===== src/rtl/imm_instr_encoder.sv =====
// Packs lw/sw/beq fields plus a signed immediate into RV32I words and streams them to instruction memory.
// One-cycle accept-to-write latency; the output register holds while mem_busy is high and in_ready drops.
module imm_instr_encoder #(
  parameter int               WIDTH = 32,
  parameter int               DEPTH = 64,
  parameter logic [WIDTH-1:0] BASE  = '0
) (
  input  logic             clk,
  input  logic             rst,
  input  logic             start,
  input  logic             clear,
  input  logic             in_valid,
  output logic             in_ready,
  input  logic [1:0]       in_op,
  input  logic [4:0]       in_rd,
  input  logic [4:0]       in_rs1,
  input  logic [4:0]       in_rs2,
  input  logic [WIDTH-1:0] in_imm,
  input  logic             mem_busy,
  output logic             wr_en,
  output logic [WIDTH-1:0] wr_addr,
  output logic [WIDTH-1:0] wr_data,
  output logic             full,
  output logic             err,
  output logic [7:0]       err_count
);

  localparam int             CW      = $clog2(DEPTH + 1);
  localparam logic [CW-1:0]  DEPTH_C = CW'(DEPTH);
  localparam logic [CW-1:0]  LAST_C  = CW'(DEPTH - 1);

  localparam logic [1:0] OP_LW  = 2'b00;
  localparam logic [1:0] OP_SW  = 2'b01;
  localparam logic [1:0] OP_BEQ = 2'b10;
  localparam logic [1:0] OP_BAD = 2'b11;

  typedef enum logic [1:0] {
    S_IDLE,
    S_LOAD,
    S_FULL
  } state_t;

  state_t          state;
  state_t          next_state;
  logic            out_valid;
  logic [CW-1:0]   accepted;
  logic [CW-1:0]   written;
  logic            imm_ok;
  logic            req_good;
  logic            accept;
  logic [31:0]     enc_word;

  // beq takes the immediate in the extender's native units: field bit i carries imm[i], no shift.
  function automatic logic [31:0] encode(
    input logic [1:0]  op,
    input logic [4:0]  rd,
    input logic [4:0]  rs1,
    input logic [4:0]  rs2,
    input logic [11:0] imm
  );
    logic [31:0] w;
    w = '0;
    case (op)
      OP_LW:   w = {imm, rs1, 3'b010, rd, 7'b0000011};
      OP_SW:   w = {imm[11:5], rs2, rs1, 3'b010, imm[4:0], 7'b0100011};
      OP_BEQ:  w = {imm[11], imm[9:4], rs2, rs1, 3'b000, imm[3:0], imm[10], 7'b1100011};
      default: w = '0;
    endcase
    return w;
  endfunction

  assign imm_ok   = (in_imm == {{(WIDTH-12){in_imm[11]}}, in_imm[11:0]});
  assign req_good = (in_op != OP_BAD) && imm_ok;
  assign enc_word = encode(in_op, in_rd, in_rs1, in_rs2, in_imm[11:0]);

  assign in_ready = (state == S_LOAD) && (accepted < DEPTH_C) && (!out_valid || !mem_busy);
  assign wr_en    = out_valid && !mem_busy;
  assign accept   = in_valid && in_ready && !clear;
  assign full     = (state == S_FULL);

  always_comb begin
    next_state = state;
    case (state)
      S_IDLE:  if (start) next_state = S_LOAD;
      S_LOAD:  if (wr_en && (written == LAST_C)) next_state = S_FULL;
      default: next_state = state;
    endcase
    if (clear) next_state = S_IDLE;
  end

  always_ff @(posedge clk or posedge rst) begin
    if (rst) begin
      state <= S_IDLE;
    end else begin
      state <= next_state;
    end
  end

  always_ff @(posedge clk or posedge rst) begin
    if (rst) begin
      out_valid <= 1'b0;
      wr_data   <= '0;
      wr_addr   <= BASE;
      accepted  <= '0;
      written   <= '0;
      err       <= 1'b0;
      err_count <= '0;
    end else if (clear) begin
      out_valid <= 1'b0;
      wr_data   <= '0;
      wr_addr   <= BASE;
      accepted  <= '0;
      written   <= '0;
      err       <= 1'b0;
      err_count <= '0;
    end else begin
      if (wr_en) begin
        wr_addr <= wr_addr + WIDTH'(4);
        written <= written + CW'(1);
      end
      // A same-edge accept refills the register the write just drained.
      if (accept && req_good) begin
        wr_data   <= WIDTH'(enc_word);
        out_valid <= 1'b1;
        accepted  <= accepted + CW'(1);
      end else if (wr_en) begin
        out_valid <= 1'b0;
      end
      if (accept && !req_good) begin
        err <= 1'b1;
        if (err_count != 8'hFF) err_count <= err_count + 8'd1;
      end
    end
  end

endmodule

===== config.mk =====
export PLATFORM = sky130hd
export DESIGN_NAME = imm_instr_encoder
export DESIGN_NICKNAME = d
export VERILOG_FILES = /design/src/rtl/imm_instr_encoder.sv
export SDC_FILE = /design/constraint.sdc
export NUM_CORES = 1
export LEC_CHECK = 0
export ABC_AREA = 1
export CORE_ASPECT_RATIO = 1.1
export CORE_MARGIN = 10
export CORE_UTILIZATION = 53
export DETAILED_ROUTE_END_ITERATION = 16
export GPL_TIMING_DRIVEN = 0
export PLACE_DENSITY = 0.95
export SYNTH_ARGS = -nofsm -noshare
export SYNTH_HDL_FRONTEND = slang
export SYNTH_SLANG_ARGS = --single-unit
export TNS_END_PERCENT = 5

===== constraint.sdc =====
create_clock -name clk -period 3.97 [get_ports clk]
set_input_delay 0.397 -clock clk [delete_from_list [all_inputs] [get_ports clk]]
set_output_delay 0.397 -clock clk [all_outputs]
set_load 0.02 [all_outputs]

==> metrics.txt, run 1 <==
# TYPE chip_impl_metric gauge
chip_impl_metric{name="cts.path.max_buffers",unit=""} 2
chip_impl_metric{name="firstDrtPassIters",unit=""} 5
chip_impl_metric{name="hold_ws",unit="ns"} 0.342
chip_impl_metric{name="cts.reportedPaths.clkPinSlew",unit="ns"} 0.08
chip_impl_metric{name="groute.usage.overall",unit="%"} 21.3
chip_impl_metric{name="ant_nets",unit=""} 0
chip_impl_metric{name="diodes",unit=""} 0
chip_impl_metric{name="cts-hold-fix-buffers",unit=""} 0
chip_impl_metric{name="cts.htree.levels",unit=""} 3
chip_impl_metric{name="die-width",unit="um"} 110
chip_impl_metric{name="gp_congestion",unit=""} 0.986
chip_impl_metric{name="layout-area-overhead-vs-synth",unit="%"} 34.5
chip_impl_metric{name="die_y",unit="um"} 119
chip_impl_metric{name="proportion_of_power_drawn_by_the_clock_network",unit="%"} 39.6
chip_impl_metric{name="placementRows",unit=""} 36
chip_impl_metric{name="power.switching_fraction",unit="%"} 23.7
chip_impl_metric{name="worst_ep_required_time",unit="ns"} 3.57
chip_impl_metric{name="yosysSeqAreaShare",unit="%"} 43.1
chip_impl_metric{name="max_cap_violations",unit=""} 0
chip_impl_metric{name="register_bit_count_reported_by_yosys",unit=""} 82
chip_impl_metric{name="critPathMaxFanout",unit=""} 10
chip_impl_metric{name="netlist-cell-type-count",unit=""} 37
chip_impl_metric{name="cts_inserted_buffers",unit=""} 9
chip_impl_metric{name="post_cts_resize_count",unit=""} 0
chip_impl_metric{name="clock_insertion_delay_worst_skew",unit="ns"} 0.35
chip_impl_metric{name="crit_arrival",unit="ns"} 2.39
chip_impl_metric{name="grt_pass1_vias",unit=""} 5218
chip_impl_metric{name="number_of_hold_slack_violations_in_the_final_timing_report",unit=""} 0
chip_impl_metric{name="post-cts-setup-buffers",unit=""} 0
chip_impl_info{name="run_status",value="finished clean"} 1
chip_impl_metric{name="wire_per_inst",unit="um"} 15.8
chip_impl_metric{name="initial_utilization",unit="%"} 54.0
chip_impl_metric{name="detailroute.via_count",unit=""} 5059
chip_impl_metric{name="global_route_wire_length_before_repair",unit="mm"} 24.0
chip_impl_metric{name="synth_cells",unit=""} 652
chip_impl_metric{name="p_seq_share",unit="%"} 49.8
chip_impl_metric{name="vdd_ir_drop_max",unit="V"} 0.000166
chip_impl_info{name="critPathCaptureType",value="output port"} 1
chip_impl_metric{name="combinational_fraction_of_design_power",unit="%"} 10.6
chip_impl_metric{name="layout.core_utilization",unit="%"} 72.6
chip_impl_metric{name="setup_ws",unit="ns"} 1.19
chip_impl_metric{name="cellLeakagePower",unit="nW"} 3.07
chip_impl_metric{name="detailed_place_hpwl",unit="mm"} 11.3
chip_impl_metric{name="largest_net_degree_at_the_start_of_global_routing",unit=""} 64
chip_impl_metric{name="core-area",unit="sq um"} 8830
chip_impl_metric{name="drt-initial-drc-count",unit=""} 352
chip_impl_metric{name="place.port_buffers",unit=""} 123
chip_impl_metric{name="postLayoutCellArea",unit="sq um"} 6410
chip_impl_metric{name="net-switching-power",unit="mW"} 0.400
chip_impl_info{name="worst_path_most_repeated_cell",value="clkdlybuf4s50_1"} 1
chip_impl_metric{name="die_area",unit="sq um"} 13200
chip_impl_metric{name="nFillCells",unit=""} 644
chip_impl_info{name="worstSetupStartpointType",value="primary input"} 1
chip_impl_metric{name="timing.final.max_slew_violations",unit=""} 0
chip_impl_metric{name="routed_via_density",unit=""} 5.55
chip_impl_metric{name="slew-limit-headroom",unit="%"} 58.7
chip_impl_metric{name="yosysWarnings",unit=""} 0
chip_impl_metric{name="clock_sinks",unit=""} 82
chip_impl_metric{name="post_place_instance_area",unit="sq um"} 6190
chip_impl_metric{name="post_layout_minimum_cycle_time",unit="ns"} 2.78
chip_impl_metric{name="postSynthAreaPerCell",unit="sq um"} 7.31
chip_impl_metric{name="io_pins",unit=""} 131
chip_impl_metric{name="drive_above_1_share",unit="%"} 5.01
chip_impl_metric{name="detail_route.drc_violations",unit=""} 0
chip_impl_metric{name="clock-skew-final",unit="ns"} 0.00921
chip_impl_metric{name="layout_worst_path_cycle_share",unit="%"} 70.1
chip_impl_metric{name="netlist_area",unit="sq um"} 4770
chip_impl_metric{name="finalSetupTns",unit="ns"} 0
chip_impl_info{name="root_buffer",value="clkbuf_8"} 1
chip_impl_metric{name="global_route.overflow_total",unit=""} 0
chip_impl_metric{name="max_clk_rate",unit="MHz"} 359
chip_impl_metric{name="detail_route.wirelength",unit="mm"} 14.4
chip_impl_metric{name="critPathMaxStageDelay",unit="ns"} 0.71
chip_impl_info{name="setup_repair_after_global_routing_missed_its_margin",value="false"} 1
chip_impl_metric{name="timing_worst_slew_pin_value",unit="ns"} 0.619
chip_impl_info{name="timing.critical_path.slowest_stage_cell",value="clkdlybuf4s50_1"} 1
chip_impl_metric{name="nets",unit=""} 856
chip_impl_info{name="tritoncts",value="done"} 1
chip_impl_metric{name="timing.final.setup_violations",unit=""} 0
chip_impl_metric{name="preCtsSetupSlack",unit="ns"} 1.24
chip_impl_info{name="holdCritPathClass",value="in2async"} 1
chip_impl_info{name="path_cells",value="clkdlybuf4s50_1 -> nor2_4 -> clkbuf_1 -> clkdlybuf4s50_1"} 1
chip_impl_metric{name="power_per_cell_area",unit="nW/um^2"} 263
chip_impl_metric{name="antenna_found_initial",unit=""} 0
chip_impl_metric{name="cell_internal_pwr",unit="mW"} 1.29
chip_impl_info{name="critical_path_class",value="in2out"} 1
[synthesized netlist by cell type]
cell type | n | area, sq um
o21ai_0 | 26 | 130
clkinv_1 | 1 | 3.75
conb_1 | 1 | 3.75
a221oi_1 | 1 | 8.76
a21oi_2 | 1 | 8.76
buf_6 | 2 | 22.5
nor3_1 | 23 | 115
nand2_1 | 162 | 608
a21oi_1 | 21 | 105
nor3b_1 | 1 | 7.51
dfrtp_1 | 82 | 2050
inv_1 | 84 | 315
and3_1 | 1 | 6.26
a22o_1 | 1 | 8.76
ha_1 | 8 | 100
nor2_1 | 64 | 240
buf_2 | 4 | 20.0
xnor2_1 | 1 | 8.76
nand3_1 | 78 | 390
inv_4 | 2 | 12.5
nand4_1 | 29 | 181
buf_4 | 8 | 60.1
o221ai_1 | 5 | 43.8
xor2_1 | 10 | 87.6
nand3_4 | 1 | 17.5
nand3b_1 | 4 | 30.0
nand2_4 | 1 | 11.3
o22ai_1 | 6 | 37.5
buf_1 | 5 | 18.8
o21bai_1 | 2 | 15.0
nor4_1 | 2 | 12.5
or2_0 | 1 | 6.26
nor2_4 | 2 | 22.5
inv_2 | 2 | 7.51
o21ai_1 | 1 | 5.00
clkbuf_1 | 7 | 26.3
o21a_1 | 2 | 15.0
[placed cells by master, fill, tap and decap left out, types with 10 or more instances in the layout]
cell type        netlist  routed
a21oi_1               21      21
clkbuf_8               0      10
clkdlybuf4s50_1        0     123
dfrtp_1               82      82
inv_1                 84      83
nand2_1              162     162
nand3_1               78      78
nand4_1               29      29
nor2_1                64      64
nor3_1                23      23
o21ai_0               26      26
xor2_1                10      10
[flip-flops by register name (all words and copies together), names as in the netlist]
| name | flops |
|---|---|
| written | 7 |
| err | 1 |
| out_valid | 1 |
| accepted | 7 |
| wr_data | 26 |
| wr_addr | 30 |
| err_count | 8 |
| state | 2 |
[worst max-delay path: cells and delay by family]
kind | cells | cell delay (ns)
buffers and inverters | 3 | 1.68
AND/OR/NAND/NOR | 1 | 0.30
[stage by stage]
| stage | power [mW] | std cells |
|---|---|---|
| after floorplan | 0.942 | 658 |
| after global placement | 1.03 | 895 |
| after detailed placement | 1.04 | 896 |
| after CTS | 1.70 | 912 |
| after global routing | 1.75 | 912 |
| final | 1.69 | 912 |
[layer usage]
layer / up-vias / routed length (um) / GRT usage, %
met4: 0 / 307 / 8.22
met1: 2358 / 5470 / 23.8
li1: 2399 / - / -
met5: - / 0 / 0
met2: 268 / 7100 / 36.4
met3: 34 / 1570 / 7.68
[area by class of cell]
type	count	area (sq um)	share of cell area (%)
Inverter	89	342	5.33
Timing Repair Buffer	124	1260	19.6
Clock buffer	11	141	2.21
Tap cell	114	143	2.22
Clock inverter	5	77.6	1.21
Buffer	26	148	2.30
Sequential cell	82	2050	32.0
Multi-Input combinational cell	461	2250	35.1
[power groups by stage]
stage | logic (mW) | clock network [mW] | registers, mW
2_1_floorplan | 0.0812 | 0 | 0.861
3_3_place_gp | 0.167 | 0 | 0.858
3_5_place_dp | 0.178 | 0 | 0.858
4_1_cts | 0.178 | 0.678 | 0.841
5_1_grt | 0.196 | 0.706 | 0.842
6_report | 0.179 | 0.669 | 0.841
[final timing paths]
| kind | startpoint | to | slack, ns | cells after the start |
|---|---|---|---|---|
| min in group clk | wr_data[24] | wr_data[24] | 0.51 | 2 |
| worst max register to register | err_count[0] | err_count[0] | 1.92 | 8 |
| worst max-delay path | mem_busy | wr_en | 1.19 | 4 |
| worst min-delay path | rst | wr_addr[17] | 0.34 | 2 |
| max in group asynchronous | rst | accepted[4] | 3.05 | 3 |
| worst min register to register | wr_data[24] | wr_data[24] | 0.51 | 2 |
[kinds of logic after synthesis]
logic type               after synthesis  share of synthesized area [%]
AND/OR/NAND/NOR                      369                           34.6
flip-flops                            82                           43.1
XOR/XNOR                              11                           2.02
buffers and inverters                115                           10.2
other                                  1                         0.0787
adder cells (fa/ha/maj)                8                           2.10
AO/OA/AOI/OAI                         66                           7.93
No activity file was read; power rests on OpenSTA's default activity.
==> run 2: changes to the inputs <==
Settings changed: CORE_UTILIZATION 53 to 49, PLACE_DENSITY 0.95 to 0.89.
Clock period 3.97 ns to 2.7 ns, I/O delays scaled along.
==> run 2 against run 1 <==
Against the previous run: cell count grew 0.22%; routed wire length shrank 1.1%; sequential share of layout area grew 0.15 points; first-iteration DRC count shrank 2.3%; core utilization shrank 5.1 points; worst setup slack lost 0.99 ns; register-to-register slack lost 1.2 ns; hold slack lost 0.17 ns; power grew 41%; combinational power grew 46%; global-route usage shrank 0.96 points; largest cell class unchanged; largest power group unchanged.
==> metrics.txt, run 2 (synthesis results as in run 1) <==
# TYPE chip_impl_metric gauge
chip_impl_info{name="run_status",value="finished clean"} 1
chip_impl_metric{name="met2WireLength",unit="mm"} 6.85
chip_impl_metric{name="postLayoutCellArea",unit="sq um"} 6380
chip_impl_metric{name="detailed_place_hpwl",unit="mm"} 11.0
chip_impl_metric{name="detailroute.via_count",unit=""} 4993
chip_impl_metric{name="groute.usage.overall",unit="%"} 20.3
chip_impl_metric{name="largest_net_degree_at_the_start_of_global_routing",unit=""} 68
chip_impl_metric{name="crit_arrival",unit="ns"} 2.24
chip_impl_info{name="critPathLaunch",value="mem_busy"} 1
chip_impl_info{name="root_buffer",value="clkbuf_8"} 1
chip_impl_metric{name="clock_insertion_delay_worst_skew",unit="ns"} 0.37
chip_impl_metric{name="die_y",unit="um"} 123
chip_impl_metric{name="wire_per_inst",unit="um"} 15.6
chip_impl_metric{name="drt-initial-drc-count",unit=""} 344
chip_impl_metric{name="cell_internal_pwr",unit="mW"} 1.78
chip_impl_metric{name="initial_utilization",unit="%"} 50.5
chip_impl_metric{name="critPathMaxStageDelay",unit="ns"} 0.71
chip_impl_metric{name="reg2reg_slack",unit="ns"} 0.69
chip_impl_metric{name="ant_nets",unit=""} 0
chip_impl_metric{name="area_of_the_multi_input_gates",unit="sq um"} 2250
chip_impl_metric{name="met3WireLength",unit="mm"} 1.74
chip_impl_info{name="cpLargestDelayFamily",value="buffers and inverters"} 1
chip_impl_metric{name="power_per_cell_area",unit="nW/um^2"} 374
chip_impl_info{name="reg.largest.list",value="wr_addr (30), wr_data (26), err_count (8)"} 1
chip_impl_metric{name="layout-area-overhead-vs-synth",unit="%"} 33.9
chip_impl_metric{name="clock-skew-final",unit="ns"} 0.0126
chip_impl_metric{name="firstDrtPassIters",unit=""} 5
chip_impl_metric{name="critPathMaxFanout",unit=""} 10
chip_impl_metric{name="cts_inserted_buffers",unit=""} 9
chip_impl_metric{name="wl_met1",unit="mm"} 5.35
chip_impl_info{name="critPathCaptureType",value="output port"} 1
chip_impl_info{name="final_cell_mix",value="nand2_1 (162), clkdlybuf4s50_1 (123), inv_1 (83)"} 1
chip_impl_metric{name="diodes",unit=""} 0
chip_impl_metric{name="cts-hold-fix-buffers",unit=""} 0
chip_impl_metric{name="post_layout_minimum_cycle_time",unit="ns"} 2.51
chip_impl_metric{name="preCtsSetupSlack",unit="ns"} 0.197
chip_impl_metric{name="hold_ws",unit="ns"} 0.174
chip_impl_metric{name="timing.final.max_slew_violations",unit=""} 0
chip_impl_info{name="highest_metal_layer_used_by_the_detailed_router",value="met4"} 1
chip_impl_info{name="worst_path_most_repeated_cell",value="clkdlybuf4s50_1"} 1
chip_impl_metric{name="global_route_wire_length_before_repair",unit="mm"} 23.6
chip_impl_metric{name="global_route.overflow_total",unit=""} 0
chip_impl_metric{name="max_clk_rate",unit="MHz"} 399
chip_impl_metric{name="timing.final.setup_violations",unit=""} 0
chip_impl_metric{name="crit_cells",unit=""} 4
chip_impl_metric{name="power.total",unit="mW"} 2.39
chip_impl_info{name="regToRegEndpoint",value="err_count[2]"} 1
chip_impl_info{name="tritoncts",value="done"} 1
chip_impl_info{name="worstSetupStartpointType",value="primary input"} 1
chip_impl_info{name="cp-endpoint",value="wr_en"} 1
chip_impl_metric{name="placementRows",unit=""} 37
chip_impl_metric{name="nets",unit=""} 856
chip_impl_metric{name="max_cap_violations",unit=""} 0
chip_impl_metric{name="cts.path.max_buffers",unit=""} 2
chip_impl_metric{name="detail_route.wirelength",unit="mm"} 14.3
chip_impl_metric{name="slew-limit-headroom",unit="%"} 57.2
chip_impl_metric{name="post_cts_resize_count",unit=""} 0
chip_impl_metric{name="core-area",unit="sq um"} 9440
chip_impl_metric{name="proportion_of_power_drawn_by_the_clock_network",unit="%"} 37.2
chip_impl_info{name="path_cells",value="clkdlybuf4s50_1 -> nor2_4 -> clkbuf_1 -> clkdlybuf4s50_1"} 1
chip_impl_metric{name="grt_pass1_vias",unit=""} 5049
chip_impl_metric{name="layout_worst_path_cycle_share",unit="%"} 92.9
chip_impl_metric{name="number_of_hold_slack_violations_in_the_final_timing_report",unit=""} 0
chip_impl_metric{name="p_seq_share",unit="%"} 51.9
chip_impl_metric{name="cts.reportedPaths.clkPinSlew",unit="ns"} 0.09
chip_impl_metric{name="clock_sinks",unit=""} 82
chip_impl_info{name="critical_path_class",value="in2out"} 1
chip_impl_info{name="setup_repair_after_global_routing_missed_its_margin",value="false"} 1
chip_impl_metric{name="antenna_found_initial",unit=""} 0
chip_impl_metric{name="seqCellArea",unit="sq um"} 2050
chip_impl_metric{name="place.port_buffers",unit=""} 123
chip_impl_metric{name="die_area",unit="sq um"} 14100
chip_impl_metric{name="vdd_ir_drop_max",unit="V"} 0.000284
chip_impl_metric{name="gp_congestion",unit=""} 0.963
chip_impl_metric{name="combinational_fraction_of_design_power",unit="%"} 11.0
chip_impl_metric{name="setup_ws",unit="ns"} 0.192
chip_impl_info{name="holdCritPathClass",value="in2async"} 1
chip_impl_metric{name="post-cts-setup-buffers",unit=""} 0
chip_impl_metric{name="power.switching_fraction",unit="%"} 25.5
chip_impl_metric{name="critPathBufInv",unit=""} 3
chip_impl_metric{name="largest_register_ffs",unit=""} 30
chip_impl_info{name="largest-register",value="wr_addr"} 1
chip_impl_info{name="layout_commonest_cell",value="nand2_1"} 1
chip_impl_metric{name="io_pins",unit=""} 131
chip_impl_metric{name="post_place_instance_area",unit="sq um"} 6200
chip_impl_metric{name="nFillCells",unit=""} 782
chip_impl_metric{name="detail_route.drc_violations",unit=""} 0
chip_impl_metric{name="worst_ep_required_time",unit="ns"} 2.43
chip_impl_metric{name="net-switching-power",unit="mW"} 0.609
chip_impl_metric{name="drive_above_1_share",unit="%"} 4.77
chip_impl_metric{name="die-width",unit="um"} 114
chip_impl_info{name="timing.critical_path.slowest_stage_cell",value="clkdlybuf4s50_1"} 1
chip_impl_metric{name="cts.htree.levels",unit=""} 3
chip_impl_metric{name="finalSetupTns",unit="ns"} 0
chip_impl_metric{name="routed_via_density",unit=""} 5.46
chip_impl_info{name="reg2reg_from",value="err_count[0]"} 1
chip_impl_metric{name="rr_worst_depth",unit=""} 7
chip_impl_metric{name="cellLeakagePower",unit="nW"} 3.05
chip_impl_metric{name="timing_worst_slew_pin_value",unit="ns"} 0.642
## run 2: cell count changes in the layout (fill, tap and decap cells not counted)
cell	change
clkbuf_8	-1
clkinv_2	-2
bufinv_16	-1
clkinv_4	+1
clkinvlp_4	+1
clkbuf_1	+1
## run 2: cell type report
type	count	area share (%)
tap	117	2.29
sequential	82	32.2
multi-input combinational	461	35.3
timing repair buffer	124	19.7
clock inverter	4	0.843
buffer	26	2.31
clock buffer	11	2.06
inverter	89	5.35
## run 2: layer usage
metal  GRT usage [%]  vias to the layer above
met5               0                        -
met4            10.1                        0
met3            7.61                       31
met2            33.5                      267
met1            22.8                     2291
li1                -                     2404
## run 2: worst min path at each step
stage,start,endpoint,slack [ns],cells after the start
2_1_floorplan,in_rs1[0],wr_data[15],0.42,2
3_3_place_gp,written[3],written[3],0.48,1
3_5_place_dp,written[3],written[3],0.49,1
4_1_cts,rst,wr_data[31],0.18,2
5_1_grt,rst,wr_data[7],0.19,2
6_report,rst,wr_data[31],0.17,2
## run 2: per-stage QoR
step | instances | utilization [%]
after floorplan | 658 | -
after global placement | 898 | 65.3
after detailed placement | 899 | 65.6
after CTS | 914 | 67.6
after global routing | 914 | 67.6
final | 914 | 67.6
## run 2: power groups by stage
stage          Clock (mW)  Sequential [mW]  Combinational (mW)
6_report            0.886             1.24               0.262
3_5_place_dp            0             1.26               0.261
3_3_place_gp            0             1.26               0.247
5_1_grt             0.940             1.24               0.286
2_1_floorplan           0             1.27               0.119
4_1_cts             0.901             1.24               0.263
